===== config.mk =====
export PLATFORM = sky130hd
export DESIGN_NAME = pc_unit
export DESIGN_NICKNAME = d
export VERILOG_FILES = /design/src/rtl/pc_unit.sv
export SDC_FILE = /design/constraint.sdc
export NUM_CORES = 1
export LEC_CHECK = 0
export BUFFER_PORTS_ARGS = -buffer_cell sky130_fd_sc_hd__buf_2
export CORE_MARGIN = 2
export CORE_UTILIZATION = 46
export CTS_BUF_LIST = sky130_fd_sc_hd__clkbuf_16
export CTS_CLUSTER_SIZE = 25
export DETAILED_ROUTE_END_ITERATION = 6
export GPL_ROUTABILITY_DRIVEN = 0
export GPL_TIMING_DRIVEN = 0
export PLACE_DENSITY_LB_ADDON = 0.15
export SLEW_MARGIN = 20
export SYNTH_ARGS = -nofsm -noshare
export SYNTH_HDL_FRONTEND = slang
export SYNTH_SLANG_ARGS = --single-unit

===== constraint.sdc =====
create_clock -name clk -period 5.4 [get_ports clk]
set_clock_uncertainty 0.15 [all_clocks]
set_input_delay 0.81 -clock clk [delete_from_list [all_inputs] [get_ports clk]]
set_output_delay 0.81 -clock clk [all_outputs]
set_load 0.01 [all_outputs]

===== src/rtl/pc_unit.sv =====
`default_nettype none
// ============================================================================
// Module   : pc_unit
// Brief    : Program counter with increment, bus load, stall and hardware
//            call/return through a circular return-address stack.
// Revision : 1.0 - initial release
// ============================================================================
module pc_unit #(
    parameter int               WIDTH     = 32,
    parameter logic [WIDTH-1:0] RESET_VAL = '0,
    parameter int               STEP      = 1,
    parameter int               RAS_DEPTH = 4
) (
    input  logic                         clk,
    input  logic                         clr_n,
    input  logic                         stall,
    input  logic                         incPC,
    input  logic                         enable,
    input  logic                         call,
    input  logic                         ret,
    input  logic                         err_clr,
    input  logic [WIDTH-1:0]             d,
    output logic [WIDTH-1:0]             q,
    output logic [$clog2(RAS_DEPTH):0]   ras_count,
    output logic                         ras_empty,
    output logic                         ras_full,
    output logic                         ras_ovf,
    output logic                         ras_udf
);

    localparam int               C_PTR_W = $clog2(RAS_DEPTH);
    localparam int               C_CNT_W = C_PTR_W + 1;
    localparam logic [WIDTH-1:0] C_STEP  = WIDTH'(STEP);
    localparam logic [C_CNT_W-1:0] C_DEPTH = C_CNT_W'(RAS_DEPTH);

    logic [WIDTH-1:0]   pc_q,    pc_d;
    logic [C_PTR_W-1:0] ptr_q,   ptr_d;
    logic [C_CNT_W-1:0] cnt_q,   cnt_d;
    logic               ovf_q,   ovf_d;
    logic               udf_q,   udf_d;
    logic               empty_q, empty_d;
    logic               full_q,  full_d;
    logic [WIDTH-1:0]   ras_q [RAS_DEPTH];
    logic [WIDTH-1:0]   ras_d [RAS_DEPTH];

    logic [WIDTH-1:0]   w_pc_inc;
    logic [C_PTR_W-1:0] w_top_idx;
    logic [C_PTR_W-1:0] w_ptr_inc;

    // ptr_q addresses the next free slot; the top of stack sits just below it.
    assign w_pc_inc  = pc_q + C_STEP;
    assign w_top_idx = ptr_q - C_PTR_W'(1);
    assign w_ptr_inc = ptr_q + C_PTR_W'(1);

    always_comb begin
        pc_d  = pc_q;
        ptr_d = ptr_q;
        cnt_d = cnt_q;
        ovf_d = ovf_q;
        udf_d = udf_q;
        ras_d = ras_q;

        // Clear first so that a flag raised by this cycle's command wins.
        if (err_clr) begin
            ovf_d = 1'b0;
            udf_d = 1'b0;
        end

        if (!stall) begin
            if (call && ret) begin
                pc_d = d;
                if (empty_q) begin
                    ras_d[ptr_q] = w_pc_inc;
                    ptr_d        = w_ptr_inc;
                    cnt_d        = C_CNT_W'(1);
                end else begin
                    ras_d[w_top_idx] = w_pc_inc;
                end
            end else if (ret) begin
                if (empty_q) begin
                    pc_d  = w_pc_inc;
                    udf_d = 1'b1;
                end else begin
                    pc_d  = ras_q[w_top_idx];
                    ptr_d = w_top_idx;
                    cnt_d = cnt_q - C_CNT_W'(1);
                end
            end else if (call) begin
                // When full, ptr_q already points at the oldest entry.
                pc_d         = d;
                ras_d[ptr_q] = w_pc_inc;
                ptr_d        = w_ptr_inc;
                if (full_q) begin
                    ovf_d = 1'b1;
                end else begin
                    cnt_d = cnt_q + C_CNT_W'(1);
                end
            end else if (enable) begin
                pc_d = d;
            end else if (incPC) begin
                pc_d = w_pc_inc;
            end
        end

        empty_d = (cnt_d == '0);
        full_d  = (cnt_d == C_DEPTH);
    end

    always_ff @(posedge clk or negedge clr_n) begin
        if (!clr_n) begin
            pc_q    <= RESET_VAL;
            ptr_q   <= '0;
            cnt_q   <= '0;
            ovf_q   <= 1'b0;
            udf_q   <= 1'b0;
            empty_q <= 1'b1;
            full_q  <= 1'b0;
        end else begin
            pc_q    <= pc_d;
            ptr_q   <= ptr_d;
            cnt_q   <= cnt_d;
            ovf_q   <= ovf_d;
            udf_q   <= udf_d;
            empty_q <= empty_d;
            full_q  <= full_d;
        end
    end

    // Stack contents are don't-care after reset, so the array carries no reset.
    always_ff @(posedge clk) begin
        ras_q <= ras_d;
    end

    assign q         = pc_q;
    assign ras_count = cnt_q;
    assign ras_empty = empty_q;
    assign ras_full  = full_q;
    assign ras_ovf   = ovf_q;
    assign ras_udf   = udf_q;

endmodule
`default_nettype wire

* Word level (Yosys, flattened, before mapping)
Cells that the tools add are included.
Operators by class: add/sub/neg operators 5, order comparisons 4, equality and inequality tests 4, multiplexer cells 42, bitwise gates (word level) 3, reductions and logical operators 10
Operators by type and width (number):
- $mux W128 | 4
- $mux W32 | 10
- $bwmux W128 | 2
- $demux W32 S2 | 2
- $bmux W32 S2 | 1
- $add A32 B1 Y32 const B | 1
- $mux W3 | 7
- $mux W1 | 11
- $mux W2 | 5
- $ge A3 B3 Y1 const B | 2
- $lt A3 B1 Y1 const B | 2
- $not A2 Y3 | 2
- $reduce_bool A5 Y1 | 1
- $reduce_and A4 Y1 | 1
- $add A3 B1 Y3 const B | 1
- $eq A3 B3 Y1 const B | 1
- $logic_and A1 B1 Y1 | 3
- $logic_not A3 Y1 | 1
- $ne A3 B2 Y1 const B | 1
- $reduce_and A3 Y1 | 1
- $reduce_bool A3 Y1 | 1
- $sub A3 B1 Y3 const B | 1
- $add A2 B1 Y2 const B | 1
- $ne A2 B1 Y1 const B | 1
- 5 further kinds | 5
Word-level totals: register bits after elaboration 169, input port bits 40

* Depth between registers and ports, before layout
Gate-level depths: netlist (run 1).
word-level depth 9, gate-level depth with buffers 11, mapped depth without buffers 7

* Worst setup path before layout (run 1)
OpenSTA, ideal clock, no wires.
path type input to register, start point input port ret, end point register ras_q[0] (netlist bit) (enable), setup time 0.461 ns, data arrival time 3.994 ns, data required time 4.789 ns, path slack 0.795 ns, stages on the path 7, buffers on the path 3, path through nor2b_1 clkbuf_1 nand2_1 clkbuf_1 nor2_1 clkbuf_1 nor3_1
On the way: word-level cells in the longest chain between the ends 3
RTL lines:
- from (decl) | line 20 | input logic ret,
- $logic_and A1 B1 Y1 | line 70 | if (call && ret) begin
- $ne A2 B1 Y1 (no source line) / $reduce_bool A2 Y1 (equally long branches)
- $reduce_and A3 Y1 (no source line) (*)
- to (signal assigned) | line 131 | ras_q <= ras_d;
- to (decl) | line 43 | logic [WIDTH-1:0] ras_q [RAS_DEPTH];
Mark *: on every way between the ends. The rest lies on a longest branch, timed or not. A chain may end at the register's enable or synchronous reset.

* Worst setup path after layout (run 1)
start point register ptr_q[0], end point register pc_q[1], in the netlist q[1]
On the way: word-level cells in the longest chain between the ends 8
RTL lines:
- from (decl) | line 37 | logic [C_PTR_W-1:0] ptr_q, ptr_d;
- from (signal assigned) | line 120 | ptr_q <= ptr_d;
- $sub A2 B1 Y2 | line 52 | assign w_top_idx = ptr_q - C_PTR_W'(1);
- $not A2 Y3 (implied by the code) | line 84 | pc_d = ras_q[w_top_idx];
- $bmux W32 S2 | line 84
- $mux W32 (implied by the code) (2 in series) | line 84
- $mux W32 | line 80 | if (empty_q) begin
- $mux W32 | line 79 | end else if (ret) begin
- $mux W32 | line 70
- to (signal assigned) | line 119 | pc_q <= pc_d;
- to (decl) | line 36 | logic [WIDTH-1:0] pc_q, pc_d;
No other way between the ends. The select of a mux whose other input is x is not followed.

==> flow_results.org, run 1 <==
** Routing
- Average wire per standard cell :: 26.57 um
- The routed design has roughly 38000 um of wire.
- The first detailed-routing pass took 6 iterations.
- Using the TritonRoute via totals, the vias-per-cell ratio works out to 6.775.
- Once detail routing completed, the nets flagged for antenna violations numbered 0.
- After detailed routing, the number of remaining DRC violations is 0.
- The detailed router finished its first iteration with approximately 1100 violations.
- Via count of the routed design :: 9614

** STA
- Slew @ Worst Pin :: just under 1 ns
- Setup repair after global routing left no endpoint under its margin.
- Setup violations remaining at the end of the flow were counted as 0.
- The number of slew-limit violations in the final report is 0.
- The worst path needs 4.171 ns of the cycle, external delays included.
- The number of hold violations in the final report is 0.
- Min Hold Slack :: 0.2144 ns
- Highest attainable clock frequency :: 239.8 MHz
- The worst pin sits at a relative slew slack of between 30 and 40%.
- The final critical path takes up 77.24% of the cycle.

** Yosys
- Sequential elements use a little under half of the synthesized area.
- The top cell type by area accounts for 37.02% of the synthesized area.
- Cell taking the most area after synthesis :: edfxtp_1
- In this run the mean area of a mapped cell was 10.14 sq um.
- EDFF count, synth :: about 130
- Number of synthesis warnings :: 0
- Number of different library cells in the post-synthesis netlist :: 69
- Async S/R FF share, synth :: 24.26%
- Post-synthesis register bit count :: approximately 170
- Post-Syn Nets :: 1074
- Synth top area cells :: edfxtp_1 (37%), dfrtp_1 (9.6%), mux4_2 (6.9%)
- Combined area of all synthesized cells :: a little over 10000 sq um
- Leading register cell type out of synthesis :: edfxtp_1
- Gate count after technology mapping :: 1024

** Run status
- Result of the run :: finished, final reports clean

** CTS
- The number of hold buffers added after CTS was 0.
- In this run the deepest clock path goes through 2 buffers.
- After clock tree synthesis, the repair step resized 0 gates.
- In this run the post-CTS setup repair buffer count came out at 0.
- CTS clk-pin slew, worst paths :: approximately 0.090 ns
- TritonCTS clock tree :: built
- CTS H-tree lvls :: 4
- In this run, CTS created clock tree buffers numbering 17.
- The tree built by TritonCTS fans out to 169 sinks.
- Cell chosen for the clock root :: clkbuf_16
- The later pin in the worst-skew pair is clocked with a latency of 0.45 ns.

** Finish
- Registers take 4871 sq um.
- Fraction of layout instances using a drive strength above 1 :: roughly 17%
- Area grow syn2layout :: 14.00%
- For this run, the share of the core covered by cells in the final layout is 53.90%.
- The repair_antennas step left the layout with diodes totalling 0.
- Area of the multi-input gates :: 5091 sq um
- Final-layout fill cell count :: 1976
- Final Net Count :: 1176

** Setup path
- Worst Setup End Kind :: register
- Reg2Reg Depth :: 11
- Data arrival time of the critical path :: 4.32 ns
- Top fanout value on the critical path :: 10
- On the worst path, the slowest cell contributes a delay of 0.79 ns.
- Category of the worst setup path launch point :: register
- Cell with the largest stage delay on the worst path :: buf_1
- In this design, the largest share of critical-path delay is due to buffers and inverters.
- Worst setup path class :: register to register
- Ordered list of cells on the worst path :: clkbuf_1 > buf_2 > inv_1 > ha_1 > clkbuf_1 > buf_1 > mux4_2 > nand2_1 > o21ai_0 > a22oi_1 > o21ai_0
- Data on the critical path is required at its endpoint by about 5.6 ns.
- In this run the critical register-to-register path is captured at q[1]$_DFFE_PN0P_.
- Together, buffers and inverters on the worst path number 5.
- Across all register-to-register paths, the minimum setup slack is about 1.2 ns.
- The worst register-to-register path begins at ptr_q[0]$_DFFE_PN0P_.

** Place
- Summed over all nets, the half-perimeter wirelength after detailed placement is 26860 um.
- During placement, the flow inserted port buffers numbering 76.

** Global routing
- Across every metal layer, demand over resource in global routing totals 31.75%.
- Vias in the first global route :: 9089
- Global routing finished with a remaining overflow of 0.
- The initial antenna violation count came to 0.
- The first global-routing pass estimated 56270 um of wire.
- Pin count of the biggest net entering global routing :: 42

** Floorplanning
- Standard-cell row count :: 54
- The initial utilization of the core area, before any placement, comes to 47.28%.
- The core region is 21960 sq um.
- The floorplan step defined a die boundary enclosing 23790 sq um.
- Width of the die :: about 150 um
- Number of top-level pins :: 79
- Vertical die dimension :: 154.2 um

** Pwr
- In this run, the clock network consumes 19.0% of the power.
- Cell internal power was estimated by the tool at 0.003676 W.
- The share of total power dissipated in sequential elements is 32.0%.
- The worst-case IR drop observed on VDD is 0.2044 mV.
- P_leak :: about 4.2 nW
- Dividing total power by cell area gives a power density of 564.5 nW/um^2.
- Switching power :: 0.003005 W
- Switch share :: 44.98%
- Combinational logic burns 49.0% of the power.

** Hold path
- The min-delay analysis places its worst path in the category primary input to asynchronous set/reset pin.

** Flow run
- Number of max-capacitance violations reported :: 0
[routing by layer]
metal / vias up / part of all wire, % / GRT usage (%)
li1: 4171 / - / -
met1: 4721 / 40 / 44.41
met2: 657 / 45 / 49.39
met3: 65 / 12 / 6.528
met4: 0 / 2.8 / 11.35
met5: - / 0 / 0
[layout by cell type, fill, tap and decap left out, drive strengths merged, types with 9 or more instances in the layout]
cell / netlist / routed
a211oi: 22 / 22
nand3: 15 / 15
clkbuf: 60 / 77
o31ai: 9 / 9
mux4: 32 / 32
and3: 11 / 11
inv: 15 / 23
buf: 26 / 109
nand2b: 9 / 9
and4: 10 / 10
dfrtp: 40 / 40
ha: 10 / 10
nand4: 16 / 16
a22o: 34 / 34
edfxtp: 128 / 128
o21ai: 106 / 106
nor3: 16 / 16
nand2: 73 / 73
nor2: 109 / 109
or3: 9 / 9
xnor2: 13 / 13
nor3b: 25 / 25
a21oi: 73 / 73
o22ai: 52 / 52
[cell type report]
cell class                      count  share of cell area, %
Tap cell                          280                  2.960
Multi-Input combinational cell    754                  43.01
Buffer                             86                  3.150
Timing Repair Buffer               83                  4.154
Clock buffer                       17                  3.594
Sequential cell                   169                  41.15
Clock inverter                     15                  1.501
Inverter                           15                 0.4757
[through the flow]
stage               worst slack [ns]  TNS (ns)  power, W  std cells  cell area, sq um
finish                         1.229         0  0.006681       1419             11840
CTS                            1.310         0  0.006586       1419             11830
global route                   1.001         0  0.006971       1419             11840
global placement              -1.822    -58.25  0.005256       1380             11110
floorplan                     0.7946         0  0.004152       1024             10380
detailed placement             1.315         0  0.005332       1387             11230
[power groups by stage]
stage	Clock (W)	Sequential, W	Combinational [W]
after CTS	0.00126	0.00213	0.00320
after floorplan	0	0.00211	0.00204
after global routing	0.00131	0.00217	0.00349
after global placement	0	0.00215	0.00311
final	0.00127	0.00214	0.00328
after detailed placement	0	0.00215	0.00318
[registers in the layout (all words and copies together), names as in the netlist]
register / count
ras_count: 3
ras_udf: 1
ptr_q: 2
ras_full: 1
ras_q: 128
ras_ovf: 1
ras_empty: 1
q: 32
[cells by family (layout without fill, tap and decap cells)]
logic type                 count (synthesis)  count (layout)  synth area share (%)
AOI/OAI and AO/OA                        361             361                 21.98
and+or+nand+nor                          324             324                 16.45
DFF                                      169             169                 46.92
buffers and inverters                    101             216                 4.133
muxes                                     40              40                 7.713
xor gates and xnor gates                  19              19                 1.603
adders and majority gates                 10              10                 1.205
[cells in the mapped netlist (7+ instances only)]
library cell  number
xnor2_1           13
buf_2             13
a21oi_1           73
nor2_1           109
and3_1            10
a31oi_1            8
buf_1              8
and2_1             7
o21bai_1           8
and4_1             9
dfrtp_1           40
a211oi_1          22
o21ai_0          106
nor3b_1           25
a22o_1            34
nand2b_1           9
nand2_1           73
ha_1              10
inv_1             15
nand3_1           13
o22ai_1           52
o31ai_1            9
edfxtp_1         128
mux4_2            32
o21a_1             7
clkbuf_1          59
mux2i_1            8
nand4_1           15
or3_1              9
nor3_1            11
[how the worst max path moves through the flow]
| stage | from | to | slack, ns | cells past startpoint |
|---|---|---|---|---|
| finish | ptr_q[0]$_DFFE_PN0P_ | q[1]$_DFFE_PN0P_ | 1.23 | 11 |
| global placement | ret | ras_q[30]$_DFFE_PP_ | -1.82 | 8 |
| global route | ptr_q[0]$_DFFE_PN0P_ | q[0]$_DFFE_PN0P_ | 1.00 | 11 |
| floorplan | ret | ras_q[0]$_DFFE_PP_ | 0.79 | 7 |
| CTS | ptr_q[0]$_DFFE_PN0P_ | q[1]$_DFFE_PN0P_ | 1.31 | 11 |
| detailed placement | ptr_q[0]$_DFFE_PN0P_ | q[1]$_DFFE_PN0P_ | 1.32 | 11 |
Note: power is estimated with default switching activity, not from simulation.
==> run 2: changes to the inputs <==
==> constraint.sdc (replaced) <==
create_clock -name clk -period 4.1 [get_ports clk]
set_clock_uncertainty 0.15 [all_clocks]
set_input_delay 0.615 -clock clk [delete_from_list [all_inputs] [get_ports clk]]
set_output_delay 0.615 -clock clk [all_outputs]
set_load 0.01 [all_outputs]
==> run 2 against run 1 <==
  * Clock-buffer cell count is the same
  * Register-to-register slack lost 0.98 ns
  * Sequential power grew 32%
  * Final cell count shrank 0.14%
  * Critical path depth is the same
  * Clock power grew 31%
  * Die area is the same
  * Final area is essentially flat
  * Non-clock buffer count shrank 2
  * Largest power group unchanged
  * Routed wire length shrank 0.37%
  * Core utilization is essentially flat
==> flow_results.org, run 2 (synthesis results as in run 1) <==
** Run status
- Result of the run :: finished, final reports clean

** Floorplanning
- Starting utilization of the core area :: 47.28% (unchanged)
- The number of core rows was 54 (unchanged).
- Number of top-level pins :: 79 (unchanged)
- The placeable core region came to 21960 sq um (unchanged).
- The area of the die came to 23790 sq um (unchanged).
- The die outline height is 154.2 um (unchanged).
- The die extent in x is 154.2 um (unchanged).

** Routing
- The wire length reported by the detailed router came to 37570 um (-0.37%).
- Drt first-iter violations :: 1117 (+2.3%)
- Count of antenna-violating nets left after detailed routing :: 0 (unchanged)
- First-pass iteration count of the detailed router :: 7 (+1)
- DRC viols :: 0 (unchanged)
- The routed wire length per instance was 26.51 um (-0.23%).
- The number of vias per cell after detailed routing is 6.699 (-1.1%).
- The total vias in the final route was 9493 (-1.3%).

** CTS
- The count of buffers added by post-CTS timing repair for setup is 0 (unchanged).
- TritonCTS built the clock tree.
- CTS Hold Bufs :: 0 (unchanged)
- The total clock sinks was 169 (unchanged).
- The worst-case clock buffer depth was 2 (unchanged).
- CTS H-tree lvls :: 4 (unchanged)
- Cell chosen for the clock root :: clkbuf_16
- Num CTS Buffers :: 17 (unchanged)
- The worst-skew pair later-pin latency is 0.44 ns (about the same).
- CTS clk-pin slew, worst paths :: 0.08 ns (about the same)

** Setup path
- The worst path arrival time came to 4.01 ns (-0.31 ns).
- STA classifies the critical path startpoint as a register.
- Top fanout value on the critical path :: 10 (unchanged)
- By startpoint and endpoint, the worst setup path is classified as register to register.
- Worst Setup End Kind :: register
- Data required time at the worst endpoint :: 4.26 ns (-1.29 ns)

** Finish
- The area growth from synthesis to final layout is 14.09% (about the same).
- The library cell used most frequently in the layout, excluding fill and tap cells, is edfxtp_1.
- Fraction of the core area covered by cells at the end of the flow :: 53.94% (about the same)
- The net total in the final layout came to 1174 (-0.17%).
- Fraction of layout instances using a drive strength above 1 :: 16.80% (+0.12 points)
- Largest reg by FF count :: ras_q
- The flip-flop count of the largest register, all copies and words added was 128 (unchanged).
- Leaving out fill and tap cells, the most frequent cells in the layout are edfxtp_1 (128), nor2_1 (109), o21ai_0 (106).
- The count of inserted antenna diode cells came to 0 (unchanged).
- Final cell count without fillers :: 1417 (-0.14%)

** STA
- The number of slew-limit violations in the final report is 0 (unchanged).
- Minimum setup slack in the final design :: 0.2533 ns (-0.9758 ns)
- Highest attainable clock frequency :: 260.0 MHz (+8.4%)
- Final worst-path cycle share :: 93.82% (+17 points)
- The number of endpoints failing setup at the final stage is 0 (unchanged).
- Max_slew headroom :: 36.38% (+2.5 points)
- The shortest period the worst path allows came to 3.847 ns (-0.3242 ns).
- The slew at the pin with the worst max-slew slack is 0.9475 ns (-0.04358 ns).
- The number of hold violations in the final report came to 0 (unchanged).
- Unrepaired setup endpoints after global routing :: no
- Min Hold Slack :: 0.01459 ns (-0.1998 ns)

** Global routing
- The first-pass GRT wire length is 56520 um (+0.44%).
- The initial antenna violation count was 0 (unchanged).
- The pin count of the biggest net entering global routing came to 42 (unchanged).
- Global route total overflow :: 0 (unchanged)
- The via count of the first global-routing pass is 9002 (-0.96%).
- Total GRT Usage :: 31.91% (+0.16 points)

** Hold path
- Worst min-delay path class :: primary input to asynchronous set/reset pin

** Place
- Inst Count DP :: 1385 (-0.14%)
- The setup slack after placement came to -0.05574 ns (-1.371 ns).
- The placed wire-length estimate was 26830 um (about the same).
- The count of input and output buffers came to 76 (unchanged).

** Pwr
- The power per cell area was 742.7 nW/um^2 (+32%).
- The proportion of power drawn by flip-flops and latches came to 32.2% (+0.2 points).
- Cell internal power dissipation :: 0.004852 W (+32%)
- The cell leakage power is 4.258 nW (+0.21%).
- The logic gate share of total power came to 49.0% (about the same).
- The worst vdd rail ir drop is 0.2870 mV (+40%).
- Switching power :: 0.003945 W (+31%)
- The proportion of power drawn by the clock network is 18.9% (about the same).
- Switch share :: 44.85% (-0.13 points)

** Flow run
- The max-capacitance violation count was 0 (unchanged).
==> run 2: changes by cell type in the layout (fill, tap and decap cells not counted), sizes merged <==
cell	delta
clkinv	-1
buf	-5
inv	+2
clkdlybuf4s15	+1
clkinvlp	-1
clkbuf	+2
==> run 2: what timing repair did <==
item	in CTS	in global routing
resized for setup	3	3
setup endpoints to repair	3	3
hold endpoints to repair	0	0
pin swaps	0	0
==> run 2: metal layers <==
layer | vias up | GRT usage, % | routed length, um
met5 | - | 0 | 0
met1 | 4646 | 44.71 | 15280
met2 | 618 | 49.31 | 16970
li1 | 4163 | - | -
met3 | 66 | 6.949 | 4212
met4 | 0 | 11.21 | 1104
==> run 2: worst paths after layout <==
check | startpoint | endpoint | slack [ns] | cells past startpoint
setup / recovery | ptr_q[0]$_DFFE_PN0P_ | q[0]$_DFFE_PN0P_ | 0.25 | 11
hold / removal | clr_n | q[23]$_DFFE_PN0P_ | 0.01 | 1
setup reg to reg | ptr_q[0]$_DFFE_PN0P_ | q[0]$_DFFE_PN0P_ | 0.25 | 11
hold reg to reg | ras_ovf$_DFF_PN0_ | ras_ovf$_DFF_PN0_ | 0.34 | 1
max in group asynchronous | clr_n | q[17]$_DFFE_PN0P_ | 3.36 | 1
min in group clk | d[22] | q[22]$_DFFE_PN0P_ | 0.31 | 3
==> run 2: power by group through the flow <==
stage | Sequential, W | Clock, W | Combinational, W
4_1_cts | 0.00281 | 0.00168 | 0.00421
5_1_grt | 0.00287 | 0.00173 | 0.00461
3_5_place_dp | 0.00284 | 0 | 0.00418
2_1_floorplan | 0.00278 | 0 | 0.00268
6_report | 0.00283 | 0.00166 | 0.00431
3_3_place_gp | 0.00284 | 0 | 0.00410
==> run 2: worst max-delay path, cell delays in order, from the launching register on <==
cell and delay (ns):
dfrtp_1 0.43, clkbuf_1 0.36, clkbuf_4 0.41, inv_1 0.16, ha_1 0.30, clkbuf_1 0.34, clkdlybuf4s15_2 0.54, mux4_2 0.42
nand2_1 0.09, o21ai_0 0.14, a22oi_1 0.25, o21ai_0 0.11
==> run 2: final cells by class <==
cell class / instances / area [sq um]
inverter: 15 / 56.30
multi-input combinational: 754 / 5097
sequential: 169 / 4871
clock inverter: 15 / 171.4
buffer: 86 / 385.4
fill: 1959 / 10110
clock buffer: 17 / 425.4
timing repair buffer: 81 / 488.0
tap: 280 / 350.3
==> run 2: through the flow <==
step           setup TNS [ns]  total power [W]  instance area (sq um)
2_1_floorplan               0         0.005469                  10390
3_3_place_gp           -41.48         0.006943                  11120
3_5_place_dp          -0.1103         0.007023                  11230
4_1_cts                     0         0.008695                  11840
5_1_grt                     0         0.009205                  11850
6_report                    0         0.008797                  11850
